==> config.mk <==
export PLATFORM = sky130hd
export DESIGN_NAME = subleq_sequencer
export DESIGN_NICKNAME = d
export VERILOG_FILES = /design/src/rtl/subleq_sequencer.sv
export SDC_FILE = /design/constraint.sdc
export NUM_CORES = 1
export LEC_CHECK = 0
export BUFFER_PORTS_ARGS = -buffer_cell sky130_fd_sc_hd__buf_2
export CORE_UTILIZATION = 40
export CTS_CLUSTER_DIAMETER = 40
export CTS_CLUSTER_SIZE = 16
export DETAILED_ROUTE_END_ITERATION = 10
export SYNTH_ARGS = -nofsm -noshare
export SYNTH_HDL_FRONTEND = slang
export SYNTH_SLANG_ARGS = --single-unit
==> constraint.sdc <==
create_clock -name clk -period 2.45 [get_ports clk]
set_input_delay 0.245 -clock clk [delete_from_list [all_inputs] [get_ports clk]]
set_output_delay 0.245 -clock clk [all_outputs]
set_load 0.03 [all_outputs]
==> src/rtl/subleq_sequencer.sv <==
// subleq_sequencer: instruction-cycle control FSM for the Subleq CPU.
// Walks fetch A/B/C, load mem[A]/mem[B], store mem[B]-mem[A], then PC update.
// Memory completion is either a fixed wait-state count or an ack handshake.
// The datapath owns PC, operand registers and the ALU; this block only
// drives its mux selects and write strobes.
module subleq_sequencer #(
    parameter int unsigned ACK_MODE = 0,
    parameter int unsigned MEM_LAT  = 0,
    parameter int unsigned CNT_W    = 16
) (
    input  logic             clk,
    input  logic             rst_n,
    input  logic             run,
    input  logic             step,
    input  logic             mem_ack,
    input  logic             leq,
    input  logic             halt_tgt,
    output logic             mem_req,
    output logic             mem_we,
    output logic [2:0]       addr_sel,
    output logic             a_we,
    output logic             b_we,
    output logic             c_we,
    output logic             opa_we,
    output logic             opb_we,
    output logic             pc_we,
    output logic             pc_sel,
    output logic             busy,
    output logic             halted,
    output logic [CNT_W-1:0] instr_cnt
);

    typedef enum logic [3:0] {
        S_IDLE,
        S_FETCH_A,
        S_FETCH_B,
        S_FETCH_C,
        S_LOAD_A,
        S_LOAD_B,
        S_STORE,
        S_NEXT,
        S_HALT
    } state_t;

    localparam logic [3:0] LAT     = 4'(MEM_LAT);
    localparam bit         USE_ACK = (ACK_MODE != 0);

    state_t           r_state;
    state_t           w_next;
    logic [3:0]       r_wait_cnt;
    logic             r_leq_q;
    logic             r_step_q;
    logic [CNT_W-1:0] r_instr_cnt;
    logic             w_mem_state;
    logic             w_done;
    logic             w_retire;

    // Completion of the current memory access: ack handshake or wait-state match.
    always_comb begin
        w_mem_state = r_state inside {S_FETCH_A, S_FETCH_B, S_FETCH_C,
                                      S_LOAD_A, S_LOAD_B, S_STORE};
        w_done      = w_mem_state && (USE_ACK ? mem_ack : (r_wait_cnt == LAT));
    end

    // Next-state decode plus all control outputs; outputs are Moore-like except
    // the strobes, which fire only in the completion cycle of their state.
    // NOTE: every output gets a default before the case so no path leaves one
    // unassigned; a missing default here would infer a latch.
    always_comb begin
        w_next    = r_state;
        mem_req   = 1'b0;
        mem_we    = 1'b0;
        addr_sel  = 3'd0;
        a_we      = 1'b0;
        b_we      = 1'b0;
        c_we      = 1'b0;
        opa_we    = 1'b0;
        opb_we    = 1'b0;
        pc_we     = 1'b0;
        pc_sel    = 1'b0;
        halted    = 1'b0;
        w_retire  = 1'b0;
        busy      = (r_state != S_IDLE) && (r_state != S_HALT);
        instr_cnt = r_instr_cnt;

        case (r_state)
            S_IDLE: begin
                if (run || step) w_next = S_FETCH_A;
            end
            S_FETCH_A: begin
                mem_req  = 1'b1;
                addr_sel = 3'd0;
                a_we     = w_done;
                if (w_done) w_next = S_FETCH_B;
            end
            S_FETCH_B: begin
                mem_req  = 1'b1;
                addr_sel = 3'd1;
                b_we     = w_done;
                if (w_done) w_next = S_FETCH_C;
            end
            S_FETCH_C: begin
                mem_req  = 1'b1;
                addr_sel = 3'd2;
                c_we     = w_done;
                if (w_done) w_next = S_LOAD_A;
            end
            S_LOAD_A: begin
                mem_req  = 1'b1;
                addr_sel = 3'd3;
                opa_we   = w_done;
                if (w_done) w_next = S_LOAD_B;
            end
            S_LOAD_B: begin
                mem_req  = 1'b1;
                addr_sel = 3'd4;
                opb_we   = w_done;
                if (w_done) w_next = S_STORE;
            end
            S_STORE: begin
                mem_req  = 1'b1;
                mem_we   = 1'b1;
                addr_sel = 3'd4;
                if (w_done) w_next = S_NEXT;
            end
            S_NEXT: begin
                w_retire = 1'b1;
                if (r_leq_q && halt_tgt) begin
                    w_next = S_HALT;
                end else begin
                    pc_we  = 1'b1;
                    pc_sel = r_leq_q;
                    w_next = (r_step_q || !run) ? S_IDLE : S_FETCH_A;
                end
            end
            S_HALT: begin
                halted = 1'b1;
            end
            default: begin
                w_next = S_IDLE;
            end
        endcase
    end

    // State register; reset forces IDLE so mem_req drops asynchronously.
    // NOTE: sequential state uses non-blocking assignments so every flop
    // samples pre-edge values regardless of statement order.
    always_ff @(posedge clk or negedge rst_n) begin
        if (!rst_n) r_state <= S_IDLE;
        else        r_state <= w_next;
    end

    // Wait-state counter, step/branch flags and retired-instruction counter.
    always_ff @(posedge clk or negedge rst_n) begin
        if (!rst_n) begin
            r_wait_cnt  <= 4'd0;
            r_leq_q     <= 1'b0;
            r_step_q    <= 1'b0;
            r_instr_cnt <= '0;
        end else begin
            if (w_mem_state && !w_done && !USE_ACK) r_wait_cnt <= r_wait_cnt + 4'd1;
            else                                    r_wait_cnt <= 4'd0;

            if (r_state == S_IDLE) begin
                if (run)       r_step_q <= 1'b0;
                else if (step) r_step_q <= 1'b1;
            end

            if (r_state == S_STORE && w_done) r_leq_q <= leq;

            if (w_retire) r_instr_cnt <= r_instr_cnt + CNT_W'(1);
        end
    end

endmodule

# --- After elaboration in Yosys (flattened, before gate mapping) ---
# Cells that the tools add are included.
totals:
  reg_bits: 26
  input_bits: 7
  wordCells: 69
op_classes:
  add_sub_neg: 2
  eq_ne: 16
  n_mux: 27
  bitwise: 1
  n_reduce_logical: 18
ops:
  columns: ["cell", "n"]
  rows:
  - ["$mux 4", 9]
  - ["$pmux 4 s9", 1]
  - ["$add 16x1->16 const B", 1]
  - ["$eq 4x3->1 const B", 4]
  - ["$mux 1", 16]
  - ["$ne 2x2->1 const B", 7]
  - ["$pmux 3 s4", 1]
  - ["$eq 4x2->1 const B", 2]
  - ["$logic_not 4->1", 2]
  - ["$reduce_and 8->1", 1]
  - ["$reduce_bool 6->1", 1]
  - ["$reduce_or 6->1", 1]
  - ["$logic_and 1x1->1", 5]
  - ["$add 4x1->4 const B", 1]
  - ["$eq 4x1->1 const B", 1]
  - ["$eq 4x4->1 const B", 1]
  - ["$ne 4x4->1 const B", 1]
  - ["$reduce_bool 4->1", 1]
  - ["$logic_not 1->1", 2]
  - ["$logic_or 1x1->1", 2]
  - ["$reduce_and 2->1", 1]
  - ["$reduce_bool 2->1", 1]
  - ["$reduce_or 2->1", 1]
  - ["$not 1->1", 1]

# --- Depth between registers and ports, before layout ---
# Gate-level depths: netlist of the first run.
logic_depth:
  depth_word: 6
  ltp_mapped: 6
  mapped_depth_nobuf: 6

# --- Worst setup path after synthesis of the first run ---
# Ideal clock, no wire load.
synth_timing:
  path_type: "flip-flop to output port"
  from: "reg r_wait_cnt[0]"
  to: "out a_we"
  arrival_time_ps: 1740
  t_required_ps: 2205
  setup_slack_ps: 465
  stages_incl_launch_ff: 6
  cell_sequence: "dfrtp_1 -> inv_1 -> ha_1 -> or3b_1 -> or3_1 -> nor2_1"
synth_between:
  elab_chain_len: 3
synth_rtl:
  columns: ["item", "line_no", "text"]
  rows:
  - ["start: declaration", "50", "logic [3:0] r_wait_cnt;"]
  - ["start signal: assignment", "161", "if (w_mem_state && !w_done && !USE_ACK) r_wait_cnt <= r_wait_cnt + 4'd1;"]
  - ["$logic_not 4->1", "62", "w_done = w_mem_state && (USE_ACK ? mem_ack : (r_wait_cnt == LAT));"]
  - ["$logic_and 1x1->1", "62", null]
  - ["$mux 1", "86", "case (r_state)"]
  - ["end: declaration", "21", "output logic a_we,"]
# Every way passes these cells.

# --- Final worst setup path of the first run ---
layout_timing:
  from: "reg r_wait_cnt[0]"
  to: "out c_we"
layout_between:
  elab_chain_len: 3
layout_rtl:
  columns: ["item", "line_no", "text"]
  rows:
  - ["$logic_not 4->1", "62", null]
  - ["$logic_and 1x1->1", "62", null]
  - ["$mux 1", "86", null]
  - ["end: declaration", "23", "output logic c_we,"]
# Every way passes these cells.

==> key figures, run 1 <==
Run status
  • Run status: completed

Final layout
  • Fraction of layout cells with a size suffix above 1: 29.07%
  • Final instance area: 1643 µm²
  • Multi-input logic area: 681.9 µm²
  • Area grow syn2layout: 19.47%
  • Fin nets: 183
  • Number of diodes: 0
  • Filler cells: 308
  • Register area: 650.6 µm²

Placement
  • Placed cell area: 1575 µm²
  • Setup WS pre-CTS: 492.4 ps
  • # port buffers: 35
  • DP Wirelength: 2064 µm
  • GPL Wtd Cong: 0.8379

Clock network
  • Setup Buffers After CTS: 0
  • CTS tree: built
  • Sink Count: 26
  • Clock Path Buffers: 2
  • Htree depth: 1
  • CTS root buf: clkbuf_4
  • CTS Buf Count: 3
  • Clock slew at reported path FFs: 140 ps
  • Clk_lat worst skew: 310 ps

Routing
  • DRC: 0
  • Routed vias: 1089
  • DRT antenna net count: 0
  • DRT iter0 DRCs: 26
  • Highest metal used: met3
  • Met3 routed WL: 63 µm
  • Via density: 5.042
  • Met2 routed wirelength: 1364 µm
  • Final WL: 2749 µm
  • Metal-1 WL: 1322 µm
  • Wire length per cell: 12.73 µm
  • Pre-antenna DRT Iters: 4

Synthesis
  • Avg Cell Area, Syn: 10.04 µm²
  • Area of the mapped netlist: 1375 µm²
  • Top-count cell post-synth: dfrtp_1
  • Number of synthesized flops with an enable pin: 0
  • Commonest cells post-synth: 26 x dfrtp_1, 19 x nor2_1, 11 x nand2_1
  • Post-synth ARST share: 100.0%
  • Cell count after synthesis: 137
  • Synth top area cells: dfrtp_1 47%, xnor2_1 5.7%, xor2_1 5.7%
  • Dominant cell type by area after synthesis: dfrtp_1
  • Post-synthesis sequential area ratio: 47.32%
  • Yosys warns: 0
  • Register bit total from synthesis: 26
  • Net count after synthesis: 147
  • Yosys cell types: 35
  • Top FF cell, synth: dfrtp_1
  • Yosys top cell area share: 47.32%

Setup path
  • CP Class: flip-flop to output port
  • Crit Path Max Fanout: 5
  • Flop2flop setup slack: 600 ps
  • Critical R2R Launch: r_state[0]
  • Worst Setup End Kind: output port
  • Req. time, crit path: 2200 ps
  • Startpoint types: flip-flop
  • Critical path endpoint: c_we
  • Worst setup path start: r_wait_cnt[0]
  • Reg2reg end: instr_cnt[14]
  • Critical Path AT: 2050 ps
  • R2R cell count: 4

Timing
  • Pins Over Slew Limit: 0
  • RSZ-0062 raised after global routing: no
  • Minimum clock period after layout: 2296 ps
  • Worst-Margin Slew: 566.9 ps
  • # setup viols final: 0
  • Clk_skew: 2.812 ps
  • Fmax: 435.6 MHz
  • Final Cycle Share: 93.70%
  • Final Hold Viols: 0
  • Slew margin rel.: 62.20%
  • PnR worst setup slack: 154.4 ps
  • Setup TNS Final: 0 ps

Floorplan
  • Die W: 60.63 µm
  • Total die area: 3676 µm²
  • Io pins: 37
  • Core area: 3153 µm²
  • # rows: 20
  • Die Ht: 60.63 µm
  • Initial Util: 43.61%

Pwr
  • Internal: 0.9293 mW
  • Switch share: 45.73%
  • NetSw: 0.7832 mW
  • Comb pwr share: 44.5%
  • Clk pwr share: 17.0%
  • Peak supply drop: 576.7 µV
  • Sequential Power Share: 38.5%
  • Power per cell area: 1042 nW/µm²
  • Leakage dissipation: 0.8492 nW
  • Total design power: 1.712 mW

GRT
  • First-pass GRT wire length: 4602 µm
  • Vias in the first global route: 1020
  • Pin count of the biggest net entering global routing: 27
  • Initial antenna violation count: 0
  • GRT overflow: 0
  • Tot GR Track Use: 16.86%

Min path
  • Hold path start: run
  • Worst min path class: primary input to flip-flop

Run
  • Max-Cap Viols: 0
-- cells in the final DEF (no fill, tap or decap), drive strengths merged, types with 5 or more instances in the layout --
cell and instances:
xnor2 9, nand3 5, a21oi 7, nor3 9, xor2 9, nand2 11, dfrtp 26, and3 5
nor2 19, buf 34
-- per-stage QoR --
stage	util, %	instances	hold WS [ps]
floorplan	-	137	-50.59
CTS	51.94	216	111.0
global route	52.10	216	109.7
detailed placement	49.96	211	278.0
finish	52.10	216	120.2
global placement	49.96	211	268.7
-- worst min-delay path by stage --
stage               endpoint  slack, ps  cells after the start
5_1_grt             r_step_q        110                      2
4_1_cts             r_step_q        110                      2
6_report            r_step_q        120                      2
3_5_place_dp   r_wait_cnt[3]        280                      1
3_3_place_gp   r_wait_cnt[3]        270                      1
2_1_floorplan   instr_cnt[0]        -50                      0
-- cell families after synthesis --
group / synth area share (%)
simple gates: 29.39
flops: 47.32
xor+xnor: 11.47
compound gates: 4.185
buf+inv: 3.275
fa+ha+maj: 2.730
mux: 1.638
-- power groups by stage --
stage	Clock (mW)	Sequential, mW	Combinational [mW]
final	0.290	0.660	0.763
after global routing	0.321	0.682	0.836
after CTS	0.303	0.657	0.765
after detailed placement	0	0.666	0.761
after global placement	0	0.656	0.752
after floorplan	0	0.643	0.602
-- worst max-delay path, stage by stage, from the launching register on --
cell and delay [ps]:
dfrtp_1 440, inv_1 70, ha_1 150, or3b_4 410, or3_1 360, nor2_1 120
clkbuf_4 200
-- timing repair --
item | 4_1_cts | 5_1_grt
hold buffers | 1 | 0
hold endpoints to repair | 26 | 0
setup endpoints to repair | 0 | 1
resized for setup | 0 | 2
-- routing by layer --
layer,global-route usage (%),vias to the layer above
li1,-,537
met3,2.559,0
met1,22.84,535
met4,5.844,0
met2,27.63,17
met5,0,-
-- flip-flops by register name (all words and copies together) (netlist names) --
register	cells
r_step_q	1
r_wait_cnt	4
r_state	4
instr_cnt	16
r_leq_q	1
-- final cells by class --
type,count,area share (%)
repair buffers,36,11.42
flip-flops and latches,26,39.60
multi-input cells,102,41.51
well taps,44,3.351
inverters,4,0.9139
clock inverters,1,1.828
clock buffers,3,1.371
No activity file was read; power rests on OpenSTA's default activity.
==> inputs of run 2 (changes only) <==
--- a/config.mk
+++ b/config.mk
@@ -10,6 +10,7 @@
 export CTS_CLUSTER_DIAMETER = 40
 export CTS_CLUSTER_SIZE = 16
 export DETAILED_ROUTE_END_ITERATION = 10
+export RECOVER_POWER = 50
 export SYNTH_ARGS = -nofsm -noshare
 export SYNTH_HDL_FRONTEND = slang
 export SYNTH_SLANG_ARGS = --single-unit
==> key figures, run 2 (synthesis results as in run 1) <==
Run status
  • Run status: completed

Final layout
  • Commonest cells after routing, fill and taps aside: 26 x dfrtp_1, 19 x nor2_1, 18 x buf_2
  • Number of diodes: 0
  • Max reg flops: 16
  • Area grow syn2layout: 18.02%
  • Commonest non-fill, non-tap cell in the layout: dfrtp_1
  • Fin nets: 183
  • Fraction of layout cells with a size suffix above 1: 19.77%

Setup path
  • Critical R2R Launch: r_state[0]
  • Crit Path Max Fanout: 5
  • Flop2flop setup slack: 600 ps
  • Critical Path AT: 2050 ps
  • CP Class: flip-flop to output port
  • Req. time, crit path: 2200 ps
  • Reg2reg end: instr_cnt[14]
  • Worst Setup End Kind: output port
  • Critical path endpoint: c_we
  • Startpoint types: flip-flop
  • Worst setup path start: r_wait_cnt[0]
  • R2R cell count: 4

Clock network
  • Clock Path Buffers: 2
  • CTS tree: built
  • Setup Buffers After CTS: 0
  • Htree depth: 1
  • Clock slew at reported path FFs: 140 ps
  • CTS root buf: clkbuf_4
  • Sink Count: 26
  • CTS Buf Count: 3
  • Clk_lat worst skew: 310 ps

Routing
  • Via density: 5.037
  • Routed vias: 1088
  • Final WL: 2752 µm
  • DRT antenna net count: 0
  • Pre-antenna DRT Iters: 4
  • Wire length per cell: 12.74 µm
  • DRC: 0
  • DRT iter0 DRCs: 25

Floorplan
  • Die W: 60.63 µm
  • Total die area: 3676 µm²
  • Die Ht: 60.63 µm
  • Initial Util: 43.61%
  • Core area: 3153 µm²
  • Io pins: 37
  • # rows: 20

GRT
  • Initial antenna violation count: 0
  • Vias in the first global route: 1020
  • Tot GR Track Use: 16.86%
  • Pin count of the biggest net entering global routing: 27
  • First-pass GRT wire length: 4602 µm
  • GRT overflow: 0

Run
  • Max-Cap Viols: 0

Timing
  • Worst-Margin Slew: 1366 ps
  • Fmax: 435.6 MHz
  • Pins Over Slew Limit: 0
  • Final Hold Viols: 0
  • RSZ-0062 raised after global routing: no
  • Slew margin rel.: 8.911%
  • # setup viols final: 0
  • Clk_skew: 2.824 ps
  • Final Cycle Share: 93.70%
  • Setup TNS Final: 0 ps
  • Minimum clock period after layout: 2296 ps

Placement
  • # port buffers: 35
  • GPL Wtd Cong: 0.8379
  • DP Wirelength: 2064 µm

Pwr
  • Power per cell area: 1051 nW/µm²
  • Total design power: 1.706 mW
  • Peak supply drop: 556.3 µV
  • Leakage dissipation: 0.7828 nW

Min path
  • Worst min path class: primary input to flip-flop
-- run 2: cell count changes in the layout (fill, tap and decap cells not counted), sizes merged --
cell,change
clkbuf,+16
buf,-16
-- run 2: worst min path at each step --
| stage | from | to | slack (ps) | cells past startpoint |
|---|---|---|---|---|
| after floorplan | rst_n | instr_cnt[0] | -50 | 0 |
| after global placement | rst_n | r_wait_cnt[3] | 270 | 1 |
| after detailed placement | rst_n | r_wait_cnt[3] | 280 | 1 |
| after CTS | run | r_step_q | 110 | 2 |
| after global routing | run | r_step_q | 110 | 2 |
| final | run | r_step_q | 120 | 2 |
-- run 2: cell type report --
class | count | area [µm²]
tap | 44 | 55.05
fill | 319 | 1530
clock inverter | 1 | 30.03
timing repair buffer | 36 | 167.7
sequential | 26 | 650.6
clock buffer | 3 | 22.52
multi-input combinational | 102 | 681.9
inverter | 4 | 15.01
-- run 2: per-stage QoR --
| step | utilization (%) | hold slack [ps] | cell area, µm² | std cells | setup slack, ps |
|---|---|---|---|---|---|
| 2_1_floorplan | - | -50.59 | 1375 | 137 | 464.8 |
| 3_3_place_gp | 49.96 | 268.7 | 1575 | 211 | 530.6 |
| 3_5_place_dp | 49.96 | 278.0 | 1575 | 211 | 492.4 |
| 4_1_cts | 51.94 | 111.0 | 1638 | 216 | 105.5 |
| 5_1_grt | 51.47 | 109.7 | 1623 | 216 | 19.46 |
| 6_report | 51.47 | 120.2 | 1623 | 216 | 154.3 |
-- run 2: repair_timing --
action / in CTS / in global routing
setup endpoints to repair: 0 / 1
hold buffers: 1 / 0
endpoints found under the hold margin: 26 / 0
resized for setup: 0 / 2
-- run 2: report_power, final --
part	internal [mW]	switching [mW]
Sequential	0.504	0.156
Combinational	0.253	0.502
Clock	0.165	0.125
Total	0.922	0.783
-- run 2: layer usage --
metal  up-vias  GRT usage (%)  part of all wire, %
li1        536              -                    -
met3         0          2.559                  2.2
met2        17          27.63                   50
met5         -              0                    0
met4         0          5.844                    0
met1       535          22.84                   48
-- run 2: critical path: stages (launching register included) --
cell and delay, ps:
dfrtp_1 440, inv_1 70, ha_1 150, or3b_4 410, or3_1 360, nor2_1 120, clkbuf_4 200
==> inputs of run 3 (changes only) <==
--- a/config.mk
+++ b/config.mk
@@ -6,7 +6,7 @@
 export NUM_CORES = 1
 export LEC_CHECK = 0
 export BUFFER_PORTS_ARGS = -buffer_cell sky130_fd_sc_hd__buf_2
-export CORE_UTILIZATION = 40
+export CORE_UTILIZATION = 35
 export CTS_CLUSTER_DIAMETER = 40
 export CTS_CLUSTER_SIZE = 16
 export DETAILED_ROUTE_END_ITERATION = 10
==> key figures, run 3 (synthesis results as in run 1) <==
Run status
  • Run status: completed

Final layout
  • Commonest cells after routing, fill and taps aside: 26 x dfrtp_1, 19 x nor2_1, 19 x buf_2
  • Fin nets: 183
  • Number of diodes: 0
  • Commonest non-fill, non-tap cell in the layout: dfrtp_1
  • Area grow syn2layout: 19.38%
  • Max reg flops: 16
  • Filler cells: 369
  • Fraction of layout cells with a size suffix above 1: 19.19%
  • Final instance area: 1642 µm²

Setup path
  • CP Class: flip-flop to output port
  • Buffers & Inverters on Critical Path: 2
  • R2R cell count: 4
  • Critical Path AT: 2020 ps
  • Instance count on the critical path: 6
  • CP max-delay cell: dfrtp_1
  • Startpoint types: flip-flop
  • Worst Setup End Kind: output port
  • CP max stage delay: 420 ps
  • Crit Path Max Fanout: 5
  • Crit-path leading delay family: simple AND/OR/NAND/NOR gates
  • Critical path endpoint: c_we
  • Flop2flop setup slack: 600 ps
  • Req. time, crit path: 2200 ps
  • Reg2reg end: instr_cnt[13]
  • Critical R2R Launch: r_state[0]
  • Critical path, cell by cell: inv_1, ha_1, or3b_1, or3_1, nor2_1, buf_2
  • Worst setup path start: r_wait_cnt[0]

Routing
  • DRT antenna net count: 0
  • Routed vias: 1124
  • Pre-antenna DRT Iters: 4
  • DRT iter0 DRCs: 47
  • DRC: 0
  • Wire length per cell: 12.50 µm
  • Final WL: 2749 µm
  • Via density: 5.109

Clock network
  • Clock Path Buffers: 2
  • Htree depth: 1
  • CTS Buf Count: 3
  • CTS root buf: clkbuf_8
  • Clk_lat worst skew: 270 ps
  • Clock slew at reported path FFs: 90 ps
  • Sink Count: 26
  • CTS tree: built

Pwr
  • Peak supply drop: 791.2 µV
  • Leakage dissipation: 0.7947 nW
  • Total design power: 1.758 mW
  • Power per cell area: 1071 nW/µm²

Timing
  • Pins Over Slew Limit: 0
  • Fmax: 441.5 MHz
  • Worst-Margin Slew: 1424 ps
  • RSZ-0062 raised after global routing: no
  • Setup TNS Final: 0 ps
  • # setup viols final: 0
  • Slew margin rel.: 5.068%
  • Clk_skew: 4.718 ps
  • Minimum clock period after layout: 2265 ps
  • Final Hold Viols: 0
  • Final Cycle Share: 92.45%

Placement
  • Placed cell area: 1580 µm²
  • GPL Wtd Cong: 0.7701
  • # port buffers: 35
  • DP Wirelength: 2027 µm

Floorplan
  • Initial Util: 37.00%
  • Die W: 64.68 µm
  • Io pins: 37
  • Total die area: 4184 µm²
  • # rows: 22
  • Core area: 3716 µm²
  • Die Ht: 64.68 µm

Min path
  • Hold path start: run
  • Worst min path class: primary input to flip-flop

GRT
  • GRT overflow: 0
  • Initial antenna violation count: 0
  • First-pass GRT wire length: 4547 µm
  • Pin count of the biggest net entering global routing: 27
  • Tot GR Track Use: 13.91%
  • Vias in the first global route: 1041

Run
  • Max-Cap Viols: 0
[run 3: cell count changes in the layout (fill, tap and decap cells not counted), sizes merged]
cell    previous run  this run
buf               18        19
clkbuf            20        19
[run 3: worst min path at each step]
stage / cells after the start / end / slack, ps
2_1_floorplan: 0 / instr_cnt[0] / -50
3_3_place_gp: 1 / instr_cnt[15] / 270
6_report: 2 / r_step_q / 180
4_1_cts: 2 / r_step_q / 170
3_5_place_dp: 1 / instr_cnt[15] / 280
5_1_grt: 2 / r_step_q / 170
[run 3: routing by layer]
layer | share of wire (%) | GRT usage (%) | up-vias
li1 | - | - | 534
met4 | 0 | 0 | 0
met5 | 0 | 0 | -
met2 | 49 | 26.18 | 40
met1 | 44 | 16.11 | 550
met3 | 7.3 | 4.577 | 0
[run 3: area by class of cell]
cell class	instances	area, µm²	area share [%]
Sequential cell	26	650.6	39.63
Multi-Input combinational cell	102	679.4	41.39
Clock inverter	1	30.03	1.829
Tap cell	48	60.06	3.659
Inverter	4	15.01	0.9146
Clock buffer	3	41.29	2.515
Timing Repair Buffer	36	165.2	10.06
[run 3: stage by stage]
step                worst slack, ps  hold slack [ps]  std cells  util [%]
finish                        185.1            178.9        220     44.18
global route                  36.18            166.8        220     44.18
CTS                           165.4            170.3        220     44.71
detailed placement            475.7            282.5        215     42.53
global placement              536.4            270.1        215     42.53
floorplan                     464.8           -50.59        137         -
[run 3: power breakdown]
part | switching, mW | total (mW) | internal [mW]
combinational | 0.499 | 0.749 | 0.250
sequential | 0.154 | 0.658 | 0.504
clock | 0.133 | 0.351 | 0.218
total | 0.786 | 1.76 | 0.973
[run 3: repair_timing]
| action | 4_1_cts | 5_1_grt |
|---|---|---|
| setup buffers | 0 | 0 |
| hold buffers | 1 | 0 |
| hold endpoints to repair | 26 | 0 |
| gates resized for setup | 0 | 0 |
